$ cat config.mk
export PLATFORM = sky130hd
export DESIGN_NAME = slave_mem_ctrl_flat
export DESIGN_NICKNAME = d
export VERILOG_FILES = /design/src/rtl/inter_pkg.sv /design/src/rtl/slave_mem_ctrl_if.sv /design/src/rtl/slave_regfile.sv /design/src/rtl/slave_mem_ctrl.sv /design/src/flat_wrapper.sv
export SDC_FILE = /design/constraint.sdc
export NUM_CORES = 1
export LEC_CHECK = 0
export BUFFER_PORTS_ARGS = -buffer_cell sky130_fd_sc_hd__buf_2
export CORE_UTILIZATION = 45
export DETAILED_ROUTE_END_ITERATION = 10
export GPL_ROUTABILITY_DRIVEN = 0
export PLACE_DENSITY = 0.74
export SLEW_MARGIN = 30
export SYNTH_ARGS = -nofsm -noshare
export SYNTH_HDL_FRONTEND = slang
export SYNTH_SLANG_ARGS = --single-unit
$ cat constraint.sdc
create_clock -name clk -period 1.7 [get_ports clk]
set_input_delay 0.085 -clock clk [delete_from_list [all_inputs] [get_ports clk]]
set_output_delay 0.085 -clock clk [all_outputs]
set_load 0.05 [all_outputs]
$ cat src/rtl/inter_pkg.sv
// Shared widths and FSM state encoding for the interconnect slave memory controller.
package inter_pkg;

    localparam int ADDR_W = 3;
    localparam int VAL_W  = 3;
    localparam int DEPTH  = 8;

    typedef enum logic [1:0] {
        S_IDLE,
        S_WAIT,
        S_READY,
        S_HOLD
    } slave_state_e;

endpackage

$ cat src/rtl/slave_mem_ctrl_if.sv
// Request/accept bundle between the interconnect (master side) and a slave port.
interface slave_mem_ctrl_if;
    import inter_pkg::*;

    logic              valid;
    logic [ADDR_W-1:0] addr_in;
    logic [VAL_W-1:0]  value_in;
    logic              ready;

    modport master (
        output valid,
        output addr_in,
        output value_in,
        input  ready
    );

    modport slave (
        input  valid,
        input  addr_in,
        input  value_in,
        output ready
    );

endinterface

$ cat src/rtl/slave_regfile.sv
// 8 x 3-bit register file: one write port, synchronous clear, registered read-before-write port.
module slave_regfile
    import inter_pkg::*;
(
    input  logic              clk,
    input  logic              rst_n,
    input  logic              clear,
    input  logic              wr_en,
    input  logic [ADDR_W-1:0] wr_addr,
    input  logic [VAL_W-1:0]  wr_data,
    input  logic [ADDR_W-1:0] rd_addr,
    output logic [VAL_W-1:0]  rd_data
);

    logic [VAL_W-1:0] mem [DEPTH];

    always_ff @(posedge clk) begin
        if (!rst_n || clear) begin
            mem <= '{default: '0};
        end else if (wr_en) begin
            mem[wr_addr] <= wr_data;
        end
    end

    // Reads the pre-edge contents, so a same-edge write is not yet visible.
    always_ff @(posedge clk) begin
        if (!rst_n) begin
            rd_data <= '0;
        end else begin
            rd_data <= mem[rd_addr];
        end
    end

endmodule

$ cat src/rtl/slave_mem_ctrl.sv
// Slave port controller: waits WAIT_CYC cycles before accepting, stores accepted transfers, counts them.
module slave_mem_ctrl
    import inter_pkg::*;
#(
    parameter int WAIT_CYC = 2,
    parameter int CNT_W    = 8
) (
    input  logic               clk,
    input  logic               rst_n,
    slave_mem_ctrl_if.slave    bus,
    input  logic               clear,
    input  logic [ADDR_W-1:0]  rd_addr,
    output logic [VAL_W-1:0]   rd_data,
    output logic [CNT_W-1:0]   wr_count
);

    localparam logic [3:0] WAIT_LAST = 4'(WAIT_CYC - 1);

    slave_state_e state;
    logic [3:0]   cnt;
    logic         handshake;
    logic         wr_en;

    assign handshake = (state == S_READY) && bus.valid;
    assign wr_en     = handshake && !clear;

    // ready is registered alongside the state so it always equals (state == S_READY).
    always_ff @(posedge clk) begin
        if (!rst_n) begin
            state     <= S_IDLE;
            cnt       <= '0;
            bus.ready <= 1'b0;
            wr_count  <= '0;
        end else begin
            if (clear) begin
                wr_count <= '0;
            end else if (handshake) begin
                wr_count <= wr_count + CNT_W'(1);
            end

            case (state)
                S_IDLE: begin
                    if (bus.valid) begin
                        if (WAIT_CYC == 0) begin
                            state     <= S_READY;
                            bus.ready <= 1'b1;
                        end else begin
                            state <= S_WAIT;
                            cnt   <= '0;
                        end
                    end
                end
                S_WAIT: begin
                    if (!bus.valid) begin
                        state <= S_IDLE;
                    end else if (cnt == WAIT_LAST) begin
                        state     <= S_READY;
                        bus.ready <= 1'b1;
                    end else begin
                        cnt <= cnt + 4'd1;
                    end
                end
                S_READY: begin
                    bus.ready <= 1'b0;
                    state     <= bus.valid ? S_HOLD : S_IDLE;
                end
                S_HOLD: begin
                    state <= S_IDLE;
                end
                default: begin
                    state     <= S_IDLE;
                    bus.ready <= 1'b0;
                end
            endcase
        end
    end

    slave_regfile u_regfile (
        .clk     (clk),
        .rst_n   (rst_n),
        .clear   (clear),
        .wr_en   (wr_en),
        .wr_addr (bus.addr_in),
        .wr_data (bus.value_in),
        .rd_addr (rd_addr),
        .rd_data (rd_data)
    );

endmodule

$ cat src/flat_wrapper.sv
// flat-port wrapper written by rule: the top's interface ports become plain ports
module slave_mem_ctrl_flat import inter_pkg::*;
#(
    parameter int WAIT_CYC = 2,
    parameter int CNT_W    = 8
)
  (clk, rst_n, clear, rd_addr, rd_data, wr_count, bus_valid, bus_addr_in, bus_value_in, bus_ready);
  slave_mem_ctrl_if bus_i ();
  input  logic clk;
  input  logic rst_n;
  input  logic clear;
  input  logic [ADDR_W-1:0] rd_addr;
  output logic [VAL_W-1:0] rd_data;
  output logic [CNT_W-1:0] wr_count;
  input wire logic [$bits(bus_i.valid)-1:0] bus_valid;
  input wire logic [$bits(bus_i.addr_in)-1:0] bus_addr_in;
  input wire logic [$bits(bus_i.value_in)-1:0] bus_value_in;
  output wire logic [$bits(bus_i.ready)-1:0] bus_ready;
  assign bus_i.valid = bus_valid;
  assign bus_i.addr_in = bus_addr_in;
  assign bus_i.value_in = bus_value_in;
  assign bus_ready = bus_i.ready;
  slave_mem_ctrl #(.WAIT_CYC(WAIT_CYC), .CNT_W(CNT_W)) u_core (.clk(clk), .rst_n(rst_n), .bus(bus_i), .clear(clear), .rd_addr(rd_addr), .rd_data(rd_data), .wr_count(wr_count));
endmodule
* After elaboration in Yosys (flattened, before gate mapping)
Cells that the tools add are included.
Word-level totals: register bits 42, logic and storage cells 61, output and inout bits 12
Cells by class: add/sub/neg operators 2, order comparisons 3, bitwise gates (word level) 3, equal/unequal tests 9, reduce and logical (&&, ||, !) cells 13, mux-type cells 18
Operators by type and width (number):
- $bwmux W24 | 1
- $mux W4 | 3
- $bmux W3 S3 | 1
- $demux W3 S3 | 1
- $mux W3 | 3
- $add A8 B1 Y8 const B | 1
- $ge A4 B4 Y1 const B | 2
- $mux W2 | 4
- $not A3 Y4 | 2
- $pmux W2 S4 | 1
- $pmux W4 S2 | 1
- $ne A2 B2 Y1 const B | 3
- $add A4 B1 Y4 const B | 1
- $eq A2 B2 Y1 const B | 2
- $eq A4 B1 Y1 const B | 1
- $lt A4 B1 Y1 const B | 1
- $reduce_and A4 Y1 | 1
- $reduce_bool A2 Y1 | 2
- $logic_and A1 B1 Y1 | 3
- $ne A3 B2 Y1 const B | 1
- $reduce_and A3 Y1 | 1
- $eq A2 B1 Y1 const B | 1
- $logic_not A1 Y1 | 2
- $logic_not A2 Y1 | 1
- 7 further kinds | 8

* Depth between registers and ports, before layout
depth after elaboration 6, gate-level depth with buffers 5, mapped depth without buffers 5

* Hierarchy
From an unflattened synthesis, not the netlist that was laid out.
Unflattened totals: cells, all modules 188, area total of the unflattened synthesis 1940.6 um2
By module, submodules not included:
- slave_regfile | area each 1207.4 um2, instances 1, cells an instance 104
- slave_mem_ctrl | area each 733.2 um2, instances 1, cells an instance 84

* Worst setup path before layout
No wires, ideal clock.
path type flip-flop to flip-flop, from reg u_core.wr_count[0], to reg u_core.wr_count[4], required time 1.630 ns, slack 0.082 ns, library setup time 0.070 ns, clock period less this slack 1.618 ns, cell stages (with the launch flop) 5, buffers on the path 0, arrival 1.548 ns, path through dfxtp_1 ha_1 nand4b_1 or3_1 a21oi_1
Between the ends: word-level cells in the longest chain between the ends 1
Ends and longest elaborated chain:
- start: declaration | line slave_mem_ctrl.sv:14 | output logic [CNT_W-1:0] wr_count
- start signal: assignment | line slave_mem_ctrl.sv:38 | wr_count <= wr_count + CNT_W'(1);
- $add A8 B1 Y8 | line slave_mem_ctrl.sv:38
Every way passes these cells. A chain may end at the register's enable or synchronous reset.

* Worst setup path in the final report
from reg u_core.cnt[0], to reg u_core.cnt[0]
Between the ends: word-level cells in the longest chain between the ends 4
Ends and longest elaborated chain:
- start: declaration | line slave_mem_ctrl.sv:20 | logic [3:0] cnt;
- start signal: assignment | line slave_mem_ctrl.sv:60 | cnt <= cnt + 4'd1;
- $add A4 B1 Y4 | line slave_mem_ctrl.sv:60
- $mux W4 | line slave_mem_ctrl.sv:56 | end else if (cnt == WAIT_LAST) begin
- $mux W4 | line slave_mem_ctrl.sv:54 | if (!bus.valid) begin
- $pmux W4 S2 | line slave_mem_ctrl.sv:41 | case (state)
Parallel ways exist; a longest one is shown, timed or not. The select of a mux whose other input is x is not followed.

==> reports/results.txt <==
Total CTS buffers - 5
Met2 Use GR - 30.5%
Adder-cell area share of the yosys netlist - 1.90%
Slew HR - 65.0%
Total wire length - 4.26 mm
Number of max-cap violations - 0
Setup WS pre-CTS - 0.223 ns
I/O pins - 25
Most frequent cells in the layout - dfxtp_1 (42), a21oi_1 (34), o21ai_0 (28)
Final hold vios - 0
Nets@finish - 259
Reg2reg path depth - 4
CP max stage delay - 0.45 ns
DP Area - 2150 um^2
Synthesis-to-layout area growth - 16.2%
Drt pass-1 iters - 5
EDFF count, synth - 0
ANT nets after route - 0
Mapped Nets - 236
Kind of cell adding the most delay to the critical path - simple AND/OR/NAND/NOR gates
CTS Buffer Depth - 2
Post-route minimum period - 1.51 ns
Avg WL per Cell - 14.5 um
Vias/cell - 5.89
Final setup fails - 0
Fin crit share - 88.8%
Initial Utilization - 48.0%
Met3 usage - 5.33%
Largest net degree at the start of global routing - 16
Reg-to-reg slack, setup - 0.19 ns
Mux cell area share after synthesis - 9.38%
Worst setup SP type - register
PortBufs - 24
Sink Count - 42
Total GRT Usage - 20.9%
Mapped cell area - 1970 um^2
DP Wirelength - 2.85 mm
CTS HTree Levels - 2
Post-CTS setup buffers - 0
Max-slew violations - 0
Final setup TNS - 0 ns
Layout cells sized above 1 - 21.3%
Starting DRC count in detailed routing - 171
Pleak - 0.000820 uW
Die Y - 68.2 um
Register area share after synthesis - 42.6%
Max FO, Critical Path - 5
Hold Crit Class - in2reg
Floorplan row count - 23
Critical Path Source - u_core.cnt[0]
Post-Syn Area per Cell - 8.97 um^2
DIE AREA - 4660 um^2
Worst VDD drop - 0.576 mV
Synth warn - 0
CP endpoint kind - register
WP data arrival - 1.69 ns
Clock Skews - 0.00965 ns
Worst-Margin Slew - 0.525 ns
Main combinational cell family by area after synthesis - simple AND/OR/NAND/NOR gates
Root Buffer - clkbuf_8
Total congestion overflow - 0
Cell area power density - 909 nW/um^2
Top FF cell, synth - dfxtp_1
Status - completed
Antenna violations before repair - 0
Max stage delay cell, worst path - nor3b_1
CTS tree - built
Latest clock arrival within the worst-skew pair - 0.30 ns
Die width - 68.2 um
GR Util met1 - 29.1%
Diode count - 0
Synthesized flop and latch total - 42
Fmax - 662 MHz
Asr flop ratio synth - 0%
Reg2reg end - u_core.cnt[0]
Most common cell after layout, fill and taps aside - dfxtp_1
Core area - 4120 um^2
Mapped Cells - 220
Critical R2R Launch - u_core.cnt[0]
CP required - 1.88 ns
Most Crowded Layer GR - met2
First-pass GRT wire length - 7.28 mm
End of the critical path - u_core.cnt[0]
Hold-fix buffers, CTS - 0
Worst setup margin - 0.190 ns
Resized cells post-CTS - 0
Clk slew on worst S/H paths - 0.09 ns
Post-route DRC - 0
CP Cell Sequence - ha_1 > nor3b_1 > a21oi_1 > mux2i_1
Post-Layout Inst Area - 2290 um^2
XOR/XNOR share of the synthesized area - 0.887%
Post-Synth Simple-Gate Area - 23.4%
CP Class - reg2reg
Detailed-route via count - 1733
Buf+Inv Stages, Crit Path - 0
Worst path depth - 4
RSZ-0062 raised after global routing - no
Netlist cell types - 36
Compound-cell area share of the yosys netlist - 17.7%
Number of global-route vias before repair - 1518
Fillers - 380
Final core occ - 55.7%
[cell families (layout without fill, tap and decap cells)]
family / Yosys count / in the layout
AND/OR/NAND/NOR: 76 / 76
multiplexers: 11 / 11
buffers and inverters: 19 / 43
AO/OA/AOI/OAI: 67 / 67
XOR/XNOR: 2 / 2
flip-flops: 42 / 42
adder cells (fa/ha/maj): 3 / 3
[power by group]
| group | internal [uW] | switching, uW | total, uW |
|---|---|---|---|
| Clock | 627 | 351 | 977 |
| Sequential | 986 | 5.81 | 991 |
| Combinational | 44.1 | 71.5 | 116 |
[how the worst min path moves through the flow]
stage,startpoint,end,slack [ns],depth (start not counted)
after floorplan,rd_addr[0],u_core.u_regfile.rd_data[0],0.24,2
final,bus_value_in[2],u_core.u_regfile.mem[11],0.10,3
after detailed placement,bus_value_in[2],u_core.u_regfile.mem[11],0.42,3
after global placement,rd_addr[0],u_core.u_regfile.rd_data[2],0.40,3
after global routing,bus_value_in[2],u_core.u_regfile.mem[11],0.09,3
after CTS,bus_value_in[2],u_core.u_regfile.mem[11],0.09,3
[tightest hold or removal path, cell delays in order]
cell and delay, ns:
buf_2 0.15, nand3_1 0.07, a21oi_1 0.05
[flip-flops by register name, indices dropped and copies added, names as in the netlist]
name and count:
u_core.u_regfile.rd_data 3, u_core.cnt 4, u_core.state 2, u_core.u_regfile.mem 24, u_core.bus.ready 1, u_core.wr_count 8
[per-layer routing]
layer  share of wire, %  vias up
met5                  0        -
met4                1.0        0
met3                4.6        5
met2                 47       46
met1                 47      826
li1                   -      856
[cells in the mapped netlist (all sizes together), types with 3 or more instances]
| cell | count | share of area [%] |
|---|---|---|
| mux4 | 6 | 6.8 |
| nand3 | 26 | 6.6 |
| o21ai | 28 | 7.1 |
| ha | 3 | 1.9 |
| nand2 | 10 | 1.9 |
| or4 | 3 | 1.1 |
| clkbuf | 11 | 2.1 |
| nand2b | 4 | 1.6 |
| nor3b | 3 | 1.1 |
| mux2i | 5 | 2.5 |
| nand3b | 4 | 2.2 |
| a21oi | 34 | 8.6 |
| or3 | 4 | 1.3 |
| buf | 6 | 1.6 |
| dfxtp | 42 | 43 |
| nor2 | 7 | 1.3 |
[per-stage QoR]
stage	instances	power [uW]	hold WS, ns
finish	294	2080	0.104
global route	294	2160	0.0908
CTS	294	2100	0.0935
detailed placement	286	1130	0.416
global placement	286	1130	0.399
floorplan	220	1090	0.236
[area by class of cell]
class	instances	area, um^2	share of cell area [%]
Multi-Input combinational cell	159	1050	45.9
Sequential cell	42	841	36.7
Timing Repair Buffer	33	188	8.18
Clock buffer	6	82.6	3.60
Tap cell	50	62.6	2.73
Clock inverter	2	60.1	2.62
Inverter	2	7.51	0.327
Power figures use the tool's default switching activity.
